==> config.mk <==
export PLATFORM = sky130hd
export DESIGN_NAME = lv_fault_filter_flat
export DESIGN_NICKNAME = d
export VERILOG_FILES = /design/src/rtl/lv_fault_filter_if.sv /design/src/rtl/lv_fault_filter.sv /design/src/flat_wrapper.sv
export SDC_FILE = /design/constraint.sdc
export NUM_CORES = 1
export LEC_CHECK = 0
export CAP_MARGIN = 20
export CORE_MARGIN = 2
export CORE_UTILIZATION = 40
export CTS_BUF_LIST = sky130_fd_sc_hd__clkbuf_16
export DETAILED_ROUTE_END_ITERATION = 8
export SYNTH_ARGS = -nofsm -noshare
export SYNTH_HDL_FRONTEND = slang
export SYNTH_SLANG_ARGS = --single-unit
==> constraint.sdc <==
create_clock -name i_clk -period 6.4 [get_ports i_clk]
set_input_delay 1.28 -clock i_clk [delete_from_list [all_inputs] [get_ports i_clk]]
set_output_delay 1.28 -clock i_clk [all_outputs]
set_load 0.005 [all_outputs]
==> src/rtl/lv_fault_filter_if.sv <==
// Fault-filter bundle: raw faults and filter controls in, filtered/sticky status and interrupt out.
// Latency: n/a (wiring only).
// Backpressure: none; every signal is a level sampled each cycle.
interface lv_fault_filter_if #(
  parameter int ERR_NUM   = 14,
  parameter int FLT_CNT_W = 4
);
  logic [ERR_NUM-1:0]   i_err_raw;
  logic [FLT_CNT_W-1:0] i_flt_th;
  logic                 i_flt_byp;
  logic [ERR_NUM-1:0]   i_err_mask;
  logic [ERR_NUM-1:0]   i_err_clr;
  logic                 i_flt_en;
  logic [ERR_NUM-1:0]   o_err_flt;
  logic [ERR_NUM-1:0]   o_err_lat;
  logic                 o_err_any;
  logic                 o_int_n;

  // Register block / fault sources side.
  modport master (
    output i_err_raw, i_flt_th, i_flt_byp, i_err_mask, i_err_clr, i_flt_en,
    input  o_err_flt, o_err_lat, o_err_any, o_int_n
  );

  // Filter side.
  modport slave (
    input  i_err_raw, i_flt_th, i_flt_byp, i_err_mask, i_err_clr, i_flt_en,
    output o_err_flt, o_err_lat, o_err_any, o_int_n
  );
endinterface

==> src/rtl/lv_fault_filter.sv <==
// Synchronize, deglitch and latch per-channel fault levels; drive active-low interrupt.
// Latency: th_eff+2 edges raw->o_err_flt with SYNC_EN=1 (2 edges in bypass); o_err_lat/o_err_any/o_int_n aligned.
// Backpressure: none; free-running level filter, every channel evaluated every cycle.
module lv_fault_filter #(
  parameter int ERR_NUM   = 14,
  parameter int FLT_CNT_W = 4,
  parameter bit SYNC_EN   = 1'b1
) (
  input logic            i_clk,
  input logic            i_rst,
  lv_fault_filter_if.slave bus
);

  // s2 is the synchronized sample the filter compares; s2_nxt is the value s2 takes on the next edge.
  logic [ERR_NUM-1:0] s2;
  logic [ERR_NUM-1:0] s2_nxt;

  generate
    if (SYNC_EN) begin : g_sync
      logic [ERR_NUM-1:0] s1;
      // Two-flop synchronizer on the asynchronous raw fault levels.
      always_ff @(posedge i_clk) begin
        if (i_rst) begin
          s1 <= '0;
          s2 <= '0;
        end else begin
          s1 <= bus.i_err_raw;
          s2 <= s1;
        end
      end
      assign s2_nxt = s1;
    end else begin : g_nosync
      assign s2     = bus.i_err_raw;
      assign s2_nxt = bus.i_err_raw;
    end
  endgenerate

  logic [FLT_CNT_W-1:0] cnt_q [ERR_NUM];
  logic [FLT_CNT_W-1:0] cnt_d [ERR_NUM];
  logic [ERR_NUM-1:0]   flt_q;
  logic [ERR_NUM-1:0]   flt_d;
  logic [ERR_NUM-1:0]   lat_q;
  logic [ERR_NUM-1:0]   lat_d;
  logic                 any_q;
  logic                 int_n_q;
  logic [FLT_CNT_W-1:0] th_m1;

  // Terminal count th_eff-1, with a threshold of 0 handled as 1 (flip on the first differing sample).
  always_comb begin
    th_m1 = '0;
    if (bus.i_flt_th != '0) th_m1 = bus.i_flt_th - 1'b1;
  end

  // Per-channel stable-count filter and sticky latch next-state.
  // Bypass registers s2_nxt so that o_err_flt equals the synchronized raw level itself,
  // i.e. it sits in the same cycle as s2 rather than one register behind it.
  always_comb begin
    for (int i = 0; i < ERR_NUM; i++) begin
      cnt_d[i] = '0;
      flt_d[i] = flt_q[i];
      if (bus.i_flt_byp) begin
        flt_d[i] = s2_nxt[i];
      end else if (!bus.i_flt_en) begin
        flt_d[i] = flt_q[i];
      end else if (s2[i] == flt_q[i]) begin
        cnt_d[i] = '0;
      end else if (cnt_q[i] < th_m1) begin
        cnt_d[i] = cnt_q[i] + 1'b1;
      end else begin
        flt_d[i] = s2[i];
      end
      // Set on the rising edge of the filtered level wins over a simultaneous clear.
      if (flt_d[i] && !flt_q[i]) begin
        lat_d[i] = 1'b1;
      end else if (bus.i_err_clr[i]) begin
        lat_d[i] = 1'b0;
      end else begin
        lat_d[i] = lat_q[i];
      end
    end
  end

  // State and output registers; synchronous reset overrides everything including a running count.
  always_ff @(posedge i_clk) begin
    if (i_rst) begin
      for (int i = 0; i < ERR_NUM; i++) cnt_q[i] <= '0;
      flt_q   <= '0;
      lat_q   <= '0;
      any_q   <= 1'b0;
      int_n_q <= 1'b1;
    end else begin
      for (int i = 0; i < ERR_NUM; i++) cnt_q[i] <= cnt_d[i];
      flt_q   <= flt_d;
      lat_q   <= lat_d;
      any_q   <= |flt_d;
      int_n_q <= ~|(lat_d & ~bus.i_err_mask);
    end
  end

  assign bus.o_err_flt = flt_q;
  assign bus.o_err_lat = lat_q;
  assign bus.o_err_any = any_q;
  assign bus.o_int_n   = int_n_q;

endmodule

==> src/flat_wrapper.sv <==
// flat-port wrapper written by rule: the top's interface ports become plain ports
module lv_fault_filter_flat 
#(
  parameter int ERR_NUM   = 14,
  parameter int FLT_CNT_W = 4,
  parameter bit SYNC_EN   = 1'b1
)
  (i_clk, i_rst, bus_i_err_raw, bus_i_flt_th, bus_i_flt_byp, bus_i_err_mask, bus_i_err_clr, bus_i_flt_en, bus_o_err_flt, bus_o_err_lat, bus_o_err_any, bus_o_int_n);
  lv_fault_filter_if #(.ERR_NUM(ERR_NUM), .FLT_CNT_W(FLT_CNT_W)) bus_i ();
  input logic i_clk;
  input logic i_rst;
  input wire logic [$bits(bus_i.i_err_raw)-1:0] bus_i_err_raw;
  input wire logic [$bits(bus_i.i_flt_th)-1:0] bus_i_flt_th;
  input wire logic [$bits(bus_i.i_flt_byp)-1:0] bus_i_flt_byp;
  input wire logic [$bits(bus_i.i_err_mask)-1:0] bus_i_err_mask;
  input wire logic [$bits(bus_i.i_err_clr)-1:0] bus_i_err_clr;
  input wire logic [$bits(bus_i.i_flt_en)-1:0] bus_i_flt_en;
  output wire logic [$bits(bus_i.o_err_flt)-1:0] bus_o_err_flt;
  output wire logic [$bits(bus_i.o_err_lat)-1:0] bus_o_err_lat;
  output wire logic [$bits(bus_i.o_err_any)-1:0] bus_o_err_any;
  output wire logic [$bits(bus_i.o_int_n)-1:0] bus_o_int_n;
  assign bus_i.i_err_raw = bus_i_err_raw;
  assign bus_i.i_flt_th = bus_i_flt_th;
  assign bus_i.i_flt_byp = bus_i_flt_byp;
  assign bus_i.i_err_mask = bus_i_err_mask;
  assign bus_i.i_err_clr = bus_i_err_clr;
  assign bus_i.i_flt_en = bus_i_flt_en;
  assign bus_o_err_flt = bus_i.o_err_flt;
  assign bus_o_err_lat = bus_i.o_err_lat;
  assign bus_o_err_any = bus_i.o_err_any;
  assign bus_o_int_n = bus_i.o_int_n;
  lv_fault_filter #(.ERR_NUM(ERR_NUM), .FLT_CNT_W(FLT_CNT_W), .SYNC_EN(SYNC_EN)) u_core (.i_clk(i_clk), .i_rst(i_rst), .bus(bus_i));
endmodule
==> impl_results.md, run 1 <==
- Status: finished clean
- Main synth FF type: dfxtp_1
- Final hold violations: 0
- WS Path Type: in -> reg
- # fillers: about 1,200
- RSZ-0062 raised after global routing: false
- First-pass DRT Iterations: 4
- Die Area: ~0.015 mm2
- Cts hold-fix bufs: 0
- Syn_nets: ~700
- Arr. time, crit path: roughly 5000 ps
- Max-cap violation count: 0
- # DRC: 0
- Worst-skew pair later-pin latency: approximately 420 ps
- Sequential share of the synthesized area: 41.25%
- Cell family with most CP delay: simple AND/OR/NAND/NOR gates
- Clk pin slew, worst setup/hold paths: 50 ps
- Worst r2r path cells: 8
- Post-CTS setup buffers: 0
- Cell Pwr Density: between 200 and 300 mW/mm2
- Reg-to-reg endpoint: u_core.bus.o_err_any
- Share of cells above drive strength 1: under 10%
- Drt initial violations: around 250
- Post-synthesis area per instance: roughly 9 um2
- Critical path's slowest cell: or4b_2
- Vias per inst: ~5.2
- WL/cell: 16.82 um
- Clock skew: between 6 and 7 ps
- Final worst slack: roughly 1800 ps
- Ys async rst share: 0%
- Worst reg2reg setup slack: roughly 3800 ps
- Die X: around 120 um
- Critical path buffers and inverters: 2
- H-tree depth: 4
- CP peak stage delay: approximately 590 ps
- Largest net degree at the start of global routing: 56
- Critical path capture point type: register
- Post_cts resized: 0
- Final Critical Period: 4570 ps
- Synth unique cells: 55
- Total GRT Usage: 21.67%
- Antenna viol nets, final: 0
- Cell Area, Synth: roughly 0.0055 mm2
- Sequential share of power: 38.7%
- CTS Buffer Depth: 2
- Post-layout power: 0.001931 W
- Placer congestion estimate: 0.8704
- I/O Buffers: 79
- Max Freq: 218.8 MHz
- Clk root buf: clkbuf_16
- Post-DP HPWL: 10,760 um
- Std-Cell Rows: 42
- Setup violators final: 0
- DP Area: roughly 0.0065 mm2
- Fin Hold WS: about 460 ps
- Layout net count: approximately 800
- Die height: around 120 um
- CTS Sinks: 114
- Worst Setup SP: bus_i_flt_th[1]
- Cells after synthesis: between 600 and 700
- Worst min-delay path category: reg -> reg
- Met2 Usage GRT: 35.92%
- Layout area overhead: 29.29%
- Vias in the first global route: 4,903
- Drt total wl: roughly 15,000 um
- Combinational share of power: approximately a tenth
- Initial antenna violation count: 0
- Num ports: 80
- Worst Setup EP: u_core.bus.o_err_any
- Crit path max fanout: 12
- Met1 GRT Util: 26.87%
- Sw Share: 22.44%
- Required time of the critical path: roughly 6700 ps
- Clock power share: approximately half
- CTS tree: yes
- Design Area, Final: a little over 0.007 mm2
- First-pass GRT wire length: approximately 24,000 um
- Slew Viols, Final: 0
- Global route overflow: 0
- ANT cells: 0
- Core box area: roughly 0.013 mm2
- Stages on worst setup path: 13
- Syn. warnings: 0
- Via count: around 4,600
- CTS Buf Count: 17
- Slew Limit Headroom: a little over half
- Internal power: around 0.0015 W
- GR peak layer: met2
- Leakage: between 2 and 3 nW
- #FFs+latches synth: 114
- Switching pwr: between 0.0004 and 0.0005 W
- Post-synth EDFFs: 0
- Final worst path period share: 71.40%
- VDD IR max: between 0.15 and 0.2 mV
- Total negative slack: 0 ps
- Met3 usage: between 5 and 6%
- Critical Path Source Type: input pin
- Reg2reg start: u_core.cnt_q[6][1]
- Initial core utilization: 41.29%
- Worst-Margin Slew: 678.1 ps
- Critical-path cell list: clkdlybuf4s50_1, or2_2, nor2_1, a21oi_1, buf_4, ha_1, or4b_2, a32oi_1, and2_1, o211ai_1, a22oi_1, nand4_1, o31a_1
- Setup Slack @ Placement: roughly 1400 ps
[worst register-to-register path, delay by kind of cell (launching register included)]
| kind | cells | cell delay (ps) |
|---|---|---|
| AO/OA/AOI/OAI | 5 | 1030 |
| adder cells (fa/ha/maj) | 1 | 300 |
| flip-flops | 1 | 330 |
| AND/OR/NAND/NOR | 2 | 810 |
[synthesized netlist by cell type (3+ instances only)]
master | instances | area (um2)
a211o_1 | 3 | 26.28
a211oi_1 | 3 | 22.52
a21oi_1 | 16 | 80.08
a2bb2oi_1 | 3 | 26.28
a31o_2 | 3 | 26.28
a31oi_1 | 7 | 43.79
a32o_1 | 5 | 50.05
a32oi_1 | 6 | 52.55
a41oi_1 | 3 | 26.28
and2_1 | 3 | 18.77
and3_1 | 3 | 18.77
buf_2 | 3 | 15.01
clkbuf_1 | 13 | 48.80
dfxtp_1 | 114 | 2282
ha_1 | 56 | 700.7
inv_1 | 39 | 146.4
mux2i_1 | 3 | 30.03
nand2_1 | 25 | 93.84
nand2b_1 | 15 | 93.84
nand3_1 | 24 | 120.1
nand3b_1 | 3 | 22.52
nor2_1 | 87 | 326.6
nor2b_1 | 32 | 200.2
nor3_1 | 10 | 50.05
nor3b_1 | 4 | 30.03
nor4_1 | 6 | 37.54
o21a_1 | 3 | 22.52
o21ai_0 | 29 | 145.1
o22ai_1 | 7 | 43.79
o31ai_1 | 5 | 37.54
or3_1 | 11 | 68.82
or4b_2 | 3 | 30.03
xnor2_1 | 22 | 192.7
xor2_1 | 20 | 175.2
[registers in the layout, summed over array words and instances (netlist names)]
name / flops
u_core.bus.o_err_any: 1
u_core.bus.o_err_flt: 14
u_core.bus.o_err_lat: 14
u_core.bus.o_int_n: 1
u_core.cnt_q: 56
u_core.g_sync.s1: 14
u_core.s2: 14
[layer usage]
layer / part of all wire, % / up-vias / wire, um
met5: 0 / - / 0
met4: 2.1 / 0 / 315
met3: 6.0 / 23 / 904
met2: 48 / 120 / 7200
met1: 44 / 2158 / 6597
li1: - / 2341 / -
[logic make-up (layout without fill, tap and decap cells)]
kind of cell               count (synthesis)  in the layout  synth area share, %
and+or+nand+nor                          234            234                21.33
xor gates and xnor gates                  42             42                6.649
buffers and inverters                     56            158                3.867
AOI/OAI and AO/OA                        109            109                13.50
adders and majority gates                 56             56                12.66
muxes                                      4              4               0.7463
DFF                                      114            114                41.25
[power groups by stage]
stage / combinational (W) / sequential (W) / clock (W)
floorplan: 0.0000925 / 0.000758 / 0
global placement: 0.000176 / 0.000762 / 0
detailed placement: 0.000181 / 0.000761 / 0
CTS: 0.000182 / 0.000747 / 0.00102
global route: 0.000201 / 0.000749 / 0.00105
finish: 0.000181 / 0.000747 / 0.00100
[area by class of cell]
type / instances / area (um2) / area share [%]
sequential: 114 / 2282 / 31.90
tap: 176 / 220.2 / 3.079
clock buffer: 17 / 425.4 / 5.947
inverter: 39 / 146.4 / 2.047
timing repair buffer: 87 / 845.8 / 11.82
clock inverter: 15 / 196.4 / 2.746
multi-input combinational: 445 / 3037 / 42.45
[through the flow]
stage          std cells  utilization [%]
2_1_floorplan        615                -
3_3_place_gp         861            48.74
3_5_place_dp         861            48.74
4_1_cts              893            53.38
6_report             893            53.38
5_1_grt              893            53.38
[how the worst min path moves through the flow]
| stage | start | endpoint | depth (start not counted) |
|---|---|---|---|
| finish | u_core.cnt_q[11][0] | u_core.cnt_q[11][0] | 1 |
| detailed placement | u_core.cnt_q[3][0] | u_core.cnt_q[3][0] | 1 |
| CTS | u_core.cnt_q[3][0] | u_core.cnt_q[3][0] | 1 |
| global placement | u_core.cnt_q[5][0] | u_core.cnt_q[5][0] | 1 |
| global route | u_core.cnt_q[7][0] | u_core.cnt_q[7][0] | 1 |
| floorplan | u_core.cnt_q[3][0] | u_core.cnt_q[3][0] | 1 |
[cells in the final DEF (no fill, tap or decap), types with 3 or more instances in the layout]
master           instances
a2bb2oi_1                3
nor2_1                  87
xnor2_1                 22
nand2b_1                15
o31ai_1                  5
o21ai_0                 29
o22ai_1                  7
a32o_1                   5
and3_1                   3
and2_1                   3
mux2i_1                  3
nand3b_1                 3
nand3_1                 24
a21oi_1                 16
clkdlybuf4s50_1         78
bufinv_16                5
a31oi_1                  7
o21a_1                   3
or3_1                   11
or4b_2                   3
a41oi_1                  3
nor3b_1                  4
nor2b_1                 32
clkbuf_16               17
xor2_1                  20
a211o_1                  3
a211oi_1                 3
a31o_2                   3
inv_1                   40
nand2_1                 25
a32oi_1                  6
ha_1                    56
buf_4                    8
nor4_1                   6
clkinv_1                 6
nor3_1                  10
dfxtp_1                114
(Power assumes the default switching activity.)
==> run 2, diff against run 1 <==
Clock period 6.4 ns to 3.75 ns, I/O delays scaled along.
==> impl_results.md, run 2 (synthesis gave the netlist of run 1 again) <==
- H-tree depth: 4
- # fillers: 1,196
- Clock skew: roughly 6.7 ps
- Sequential cell area: 0.002282 mm2
- Post-CTS setup buffers: 0
- Cell Pwr Density: 408.6 mW/mm2
- Commonest non-fill, non-tap cell in the layout: dfxtp_1
- Initial core utilization: around two fifths
- Slew Viols, Final: 0
- Slew Limit Headroom: 49.74%
- First-pass GRT wire length: 24,450 um
- CTS tree: yes
- Critical Path Source Type: input pin
- Leakage: ~3.1 nW
- WL/cell: about 17 um
- VDD IR max: between 0.3 and 0.4 mV
- I/O Buffers: slightly below 80
- CP peak stage delay: about 590 ps
- Layout area overhead: 34.76%
- Clk pin slew, worst setup/hold paths: 50 ps
- RSZ-0062 raised after global routing: false
- Status: finished clean
- Vias in the first global route: 4,762
- Worst-Margin Slew: about 750 ps
- Global route overflow: 0
- Placed Cells: 903
- Post-Layout Cell Count: 933
- Worst-skew pair later-pin latency: slightly above 400 ps
- Via count: just under 5,000
- CTS Buf Count: 17
- Total GRT Usage: between 20% and 30%
- Biggest register: u_core.cnt_q
- CTS Sinks: 114
- Vias per inst: about 5.2
- Core box area: ~0.013 mm2
- # DRC: 0
- Die Area: around 0.015 mm2
- Fin Hold WS: around 460 ps
- Post-Route Utilization: a little under three fifths
- Commonest non-fill, non-tap cells in the layout: dfxtp_1 (114), nor2_1 (86), clkdlybuf4s50_1 (78), ha_1 (56), buf_4 (47)
- Worst reg2reg setup slack: ~1300 ps
- Post-DP HPWL: ~11,000 um
- Die X: about 120 um
- First-pass DRT Iterations: 5
- Placer congestion estimate: between 0.8 and 0.9
- Die height: about 120 um
- Critical path's slowest cell: or4b_2
- Max Freq: ~280 MHz
- Critical-path cell list: clkdlybuf4s50_1, or2_2, buf_4, nor2_2, a21oi_4, ha_1, or4b_2, a32oi_1, and2_1, o211ai_1, a22oi_1, nand4_1, o31a_1
- Drt initial violations: 315
- Std-Cell Rows: between 40 and 50
- Final worst path period share: 96.54%
- Multi-input gate area: approximately 0.0031 mm2
- Num ports: 80
- Worst min-delay path category: reg -> reg
- Largest register FFs: 56
- Largest net degree at the start of global routing: between 50 and 60
- Layout net count: ~850
- Antenna viol nets, final: 0
- Design Area, Final: 0.007456 mm2
- Hold Path Stages: 1
- Drt total wl: roughly 15,000 um
- ANT cells: 0
- DP Area: about 0.0069 mm2
- Arr. time, crit path: just under 4000 ps
- Clk root buf: clkbuf_16
- Worst r2r path cells: 8
- Critical path capture point type: register
- Crit path max fanout: 8
- Final hold violations: 0
- WS Path Type: in -> reg
- Initial antenna violation count: 0
- Max-cap violation count: 0
- Share of cells above drive strength 1: between 10% and 20%
- Final Critical Period: 3620 ps
- CTS Buffer Depth: 2
- Setup violators final: 0
- Required time of the critical path: ~4100 ps
## run 2: cell count changes in the layout (fill, tap and decap cells not counted), moves of 2 or more
| cell | previous run | this run |
|---|---|---|
| a21oi_1 | 16 | 14 |
| o21ai_0 | 29 | 26 |
| bufinv_16 | 5 | 1 |
| inv_1 | 40 | 43 |
| clkinv_2 | 1 | 6 |
| o21ai_2 | 0 | 2 |
| a2bb2oi_2 | 0 | 2 |
| a2bb2oi_1 | 3 | 1 |
| buf_4 | 8 | 47 |
| clkinvlp_4 | 2 | 0 |
| buf_12 | 0 | 3 |
| clkinv_1 | 6 | 2 |
## run 2: worst max-delay path, delay by kind of cell
kind                     cells  cell delay, ps
AND/OR/NAND/NOR              5            1340
buffers and inverters        2             580
AO/OA/AOI/OAI                5             940
adder cells (fa/ha/maj)      1             310
## run 2: stage by stage
step | power [W] | TNS [ps] | worst slack (ps)
2_1_floorplan | 0.001452 | 0 | 56.48
4_1_cts | 0.003067 | 0 | 94.31
3_5_place_dp | 0.001657 | -856.8 | -337.0
6_report | 0.003047 | 0 | 129.6
3_3_place_gp | 0.001650 | -699.8 | -307.4
5_1_grt | 0.003161 | 0 | 3.974
## run 2: final timing paths
kind | from | end
setup / recovery | bus_i_flt_th[1] | u_core.bus.o_err_any
setup reg to reg | u_core.cnt_q[13][1] | u_core.bus.o_err_any
hold reg to reg | u_core.cnt_q[7][0] | u_core.cnt_q[7][0]
hold / removal | u_core.cnt_q[7][0] | u_core.cnt_q[7][0]
## run 2: cell type report
class | instances | area share [%]
clock buffers | 17 | 5.706
flip-flops and latches | 114 | 30.61
multi-input cells | 445 | 41.58
well taps | 176 | 2.954
clock inverters | 13 | 1.108
inverters | 39 | 1.963
repair buffers | 129 | 16.08
## run 2: layer usage
layer | global-route usage (%) | part of all wire, % | wire (um) | vias to the layer above
met5 | 0 | 0 | 0 | -
met4 | 8.405 | 1.9 | 286 | 0
met3 | 4.307 | 4.9 | 750 | 19
met2 | 34.34 | 46 | 7060 | 113
met1 | 29.54 | 48 | 7331 | 2263
li1 | - | - | - | 2419
## run 2: where the power goes
part           total, W  switching (W)  internal, W
combinational  0.000364       0.000169     0.000195
clock           0.00140       0.000529     0.000875
sequential      0.00128      0.0000315      0.00125
## run 2: repair_timing
item	4_1_cts	5_1_grt
setup endpoints to repair	0	2
resized for setup	0	13
hold buffers	0	0
==> edit (config.mk and constraints of run 2) <==
`SYNC_EN` is set to 1'b1 in 2 places; all go to 1'b0.
--- a/src/rtl/lv_fault_filter.sv
+++ b/src/rtl/lv_fault_filter.sv
@@ -4,7 +4,7 @@
 module lv_fault_filter #(
   parameter int ERR_NUM   = 14,
   parameter int FLT_CNT_W = 4,
-  parameter bit SYNC_EN   = 1'b1
+  parameter bit SYNC_EN   = 1'b0
 ) (
   input logic            i_clk,
   input logic            i_rst,
--- a/src/flat_wrapper.sv
+++ b/src/flat_wrapper.sv
@@ -3,7 +3,7 @@
 #(
   parameter int ERR_NUM   = 14,
   parameter int FLT_CNT_W = 4,
-  parameter bit SYNC_EN   = 1'b1
+  parameter bit SYNC_EN   = 1'b0
 )
   (i_clk, i_rst, bus_i_err_raw, bus_i_flt_th, bus_i_flt_byp, bus_i_err_mask, bus_i_err_clr, bus_i_flt_en, bus_o_err_flt, bus_o_err_lat, bus_o_err_any, bus_o_int_n);
   lv_fault_filter_if #(.ERR_NUM(ERR_NUM), .FLT_CNT_W(FLT_CNT_W)) bus_i ();
Function: changed (a bounded check fails within 4 cycles, from zero or initial values and one cycle with i_rst high).
==> edit against run 2 <==
- wire length is 16% lower
- critical path depth grew 1
- fmax increased by 1.3%
- non-clock buffer count is 12 lower
- synthesized area decreased by 16%
- final area fell by 17%
- sequential cell count fell by 28
- power is 24% lower
- clock power fell by 31%
- setup slack better by 0.048 ns
- highest routed layer unchanged
==> edit: results (changes against run 2) <==
metric,value,unit,change
syn_nets,614,,-15%
Max transition margin,72.0,%,+22 points
placer's final routability congestion estimate,0.808,,-2.3%
M1 GR Usage,25.7,%,-3.8 points
dpl ws,-0.246,ns,+0.0911 ns
CP endpoint,u_core.bus.o_int_n$_SDFF_PP1_,,
R2R depth,8,,unchanged
switching power,592,uW,-19%
global-route wire length before repair,20600,um,-16%
H-tree levels,3,,-1
DRT iter0 DRCs,186,,-41%
final net count,731,,-14%
clock network fraction of total power,41.8,%,-4.3 points
later-pin clock latency in the skew report,0.35,ns,-0.06 ns
clock slew at reported path FFs,0.07,ns,+0.02 ns
routed wl met3,446,um,-41%
"Seq/Total Area, Yosys",36.9,%,-4.4 points
most frequent cells after synthesis,"dfxtp_1 (86), nor2_1 (74), ha_1 (56)",,
WL final,12900,um,-16%
Worst R2R Setup Slack,1.46,ns,+0.20 ns
Placed Cells,757,,-16%
Final Power,2330,uW,-24%
share of cells above drive strength 1,13.2,%,+0.097 points
DR pass1 iterations,4,,-1
largest reg by FF count,u_core.cnt_q,,
WP data arrival,3.81,ns,-0.11 ns
CTS root buf,clkbuf_16,,
leakage,0.00257,uW,-16%
CTS buffer count,9,,-8
Non-Filler Instances,773,,-17%
dpl cell area,5870,sq um,-15%
GR Util met2,35.6,%,+1.3 points
fillers,1063,,-11%
vias per cell,5.35,,+3.7%
number of global-route vias before repair,4133,,-13%
Tcrit/Tclk final,95.3,%,-1.3 points
Crit Path Max Fanout,6,,-2
Synth cell types,48,,-13%
worst vdd ir,0.245,mV,-20%
initial antenna violation count,0,,unchanged
r2r startpoint,u_core.cnt_q[2][9]$_SDFF_PP0_,,
Routed met2 length,6260,um,-11%
pin count of the biggest net entering global routing,29,,-46%
Max stage delay on crit path,0.65,ns,+0.06 ns
Mean Syn Cell Area,9.19,sq um,+2.1%
synth top area cells,"dfxtp_1 (37%), ha_1 (15%), nor2_1 (6.0%)",,
Total GRT Usage,20.9,%,-0.88 points
Worst Skew,0.00886,ns,+0.00213 ns
hpwl dp,9800,um,-13%
Setup crit end kind,flop,,
met3 global-route usage,3.40,%,-0.91 points
Comb power,388,uW,+6.6%
metal1 wirelength,5700,um,-22%
status,"finished, final reports clean",,
==> edit: changes by cell type after synthesis, moves of 11 or more <==
cell / delta
dfxtp_1: -28
nor2b_1: -32
nor3_1: +26
inv_1: -30
nand2_1: -11
nor2_1: -13
a21oi_1: +18
==> edit: cell families after synthesis <==
group	share of synthesized area, %
buffers and inverters	2.73
adder cells (fa/ha/maj)	15.0
multiplexers	2.57
AND/OR/NAND/NOR	21.4
flip-flops	36.9
AO/OA/AOI/OAI	13.5
XOR/XNOR	7.88
==> edit: layout make-up <==
cell class | count | area, sq um | share of cell area [%]
repair buffers | 117 | 1100 | 17.7
well taps | 143 | 179 | 2.88
clock buffers | 9 | 225 | 3.63
clock inverters | 7 | 98.8 | 1.59
multi-input cells | 402 | 2850 | 45.9
inverters | 9 | 33.8 | 0.544
flip-flops and latches | 86 | 1720 | 27.7
==> edit: worst min-delay path by stage <==
stage	start	endpoint	slack [ns]	cells after the start
finish	u_core.cnt_q[1][4]$_SDFF_PP0_	u_core.cnt_q[1][4]$_SDFF_PP0_	0.46	1
global route	u_core.cnt_q[1][4]$_SDFF_PP0_	u_core.cnt_q[1][4]$_SDFF_PP0_	0.49	1
CTS	u_core.cnt_q[2][8]$_SDFF_PP0_	u_core.cnt_q[2][8]$_SDFF_PP0_	0.47	1
detailed placement	u_core.cnt_q[1][4]$_SDFF_PP0_	u_core.cnt_q[1][4]$_SDFF_PP0_	0.46	1
global placement	u_core.cnt_q[2][8]$_SDFF_PP0_	u_core.cnt_q[2][8]$_SDFF_PP0_	0.45	1
floorplan	u_core.cnt_q[0][4]$_SDFF_PP0_	u_core.cnt_q[0][4]$_SDFF_PP0_	0.43	1
==> edit: what timing repair did <==
item                                    4_1_cts  5_1_grt
hold buffers                                  0        0
resized for setup                             0        3
endpoints found under the setup margin        0        2
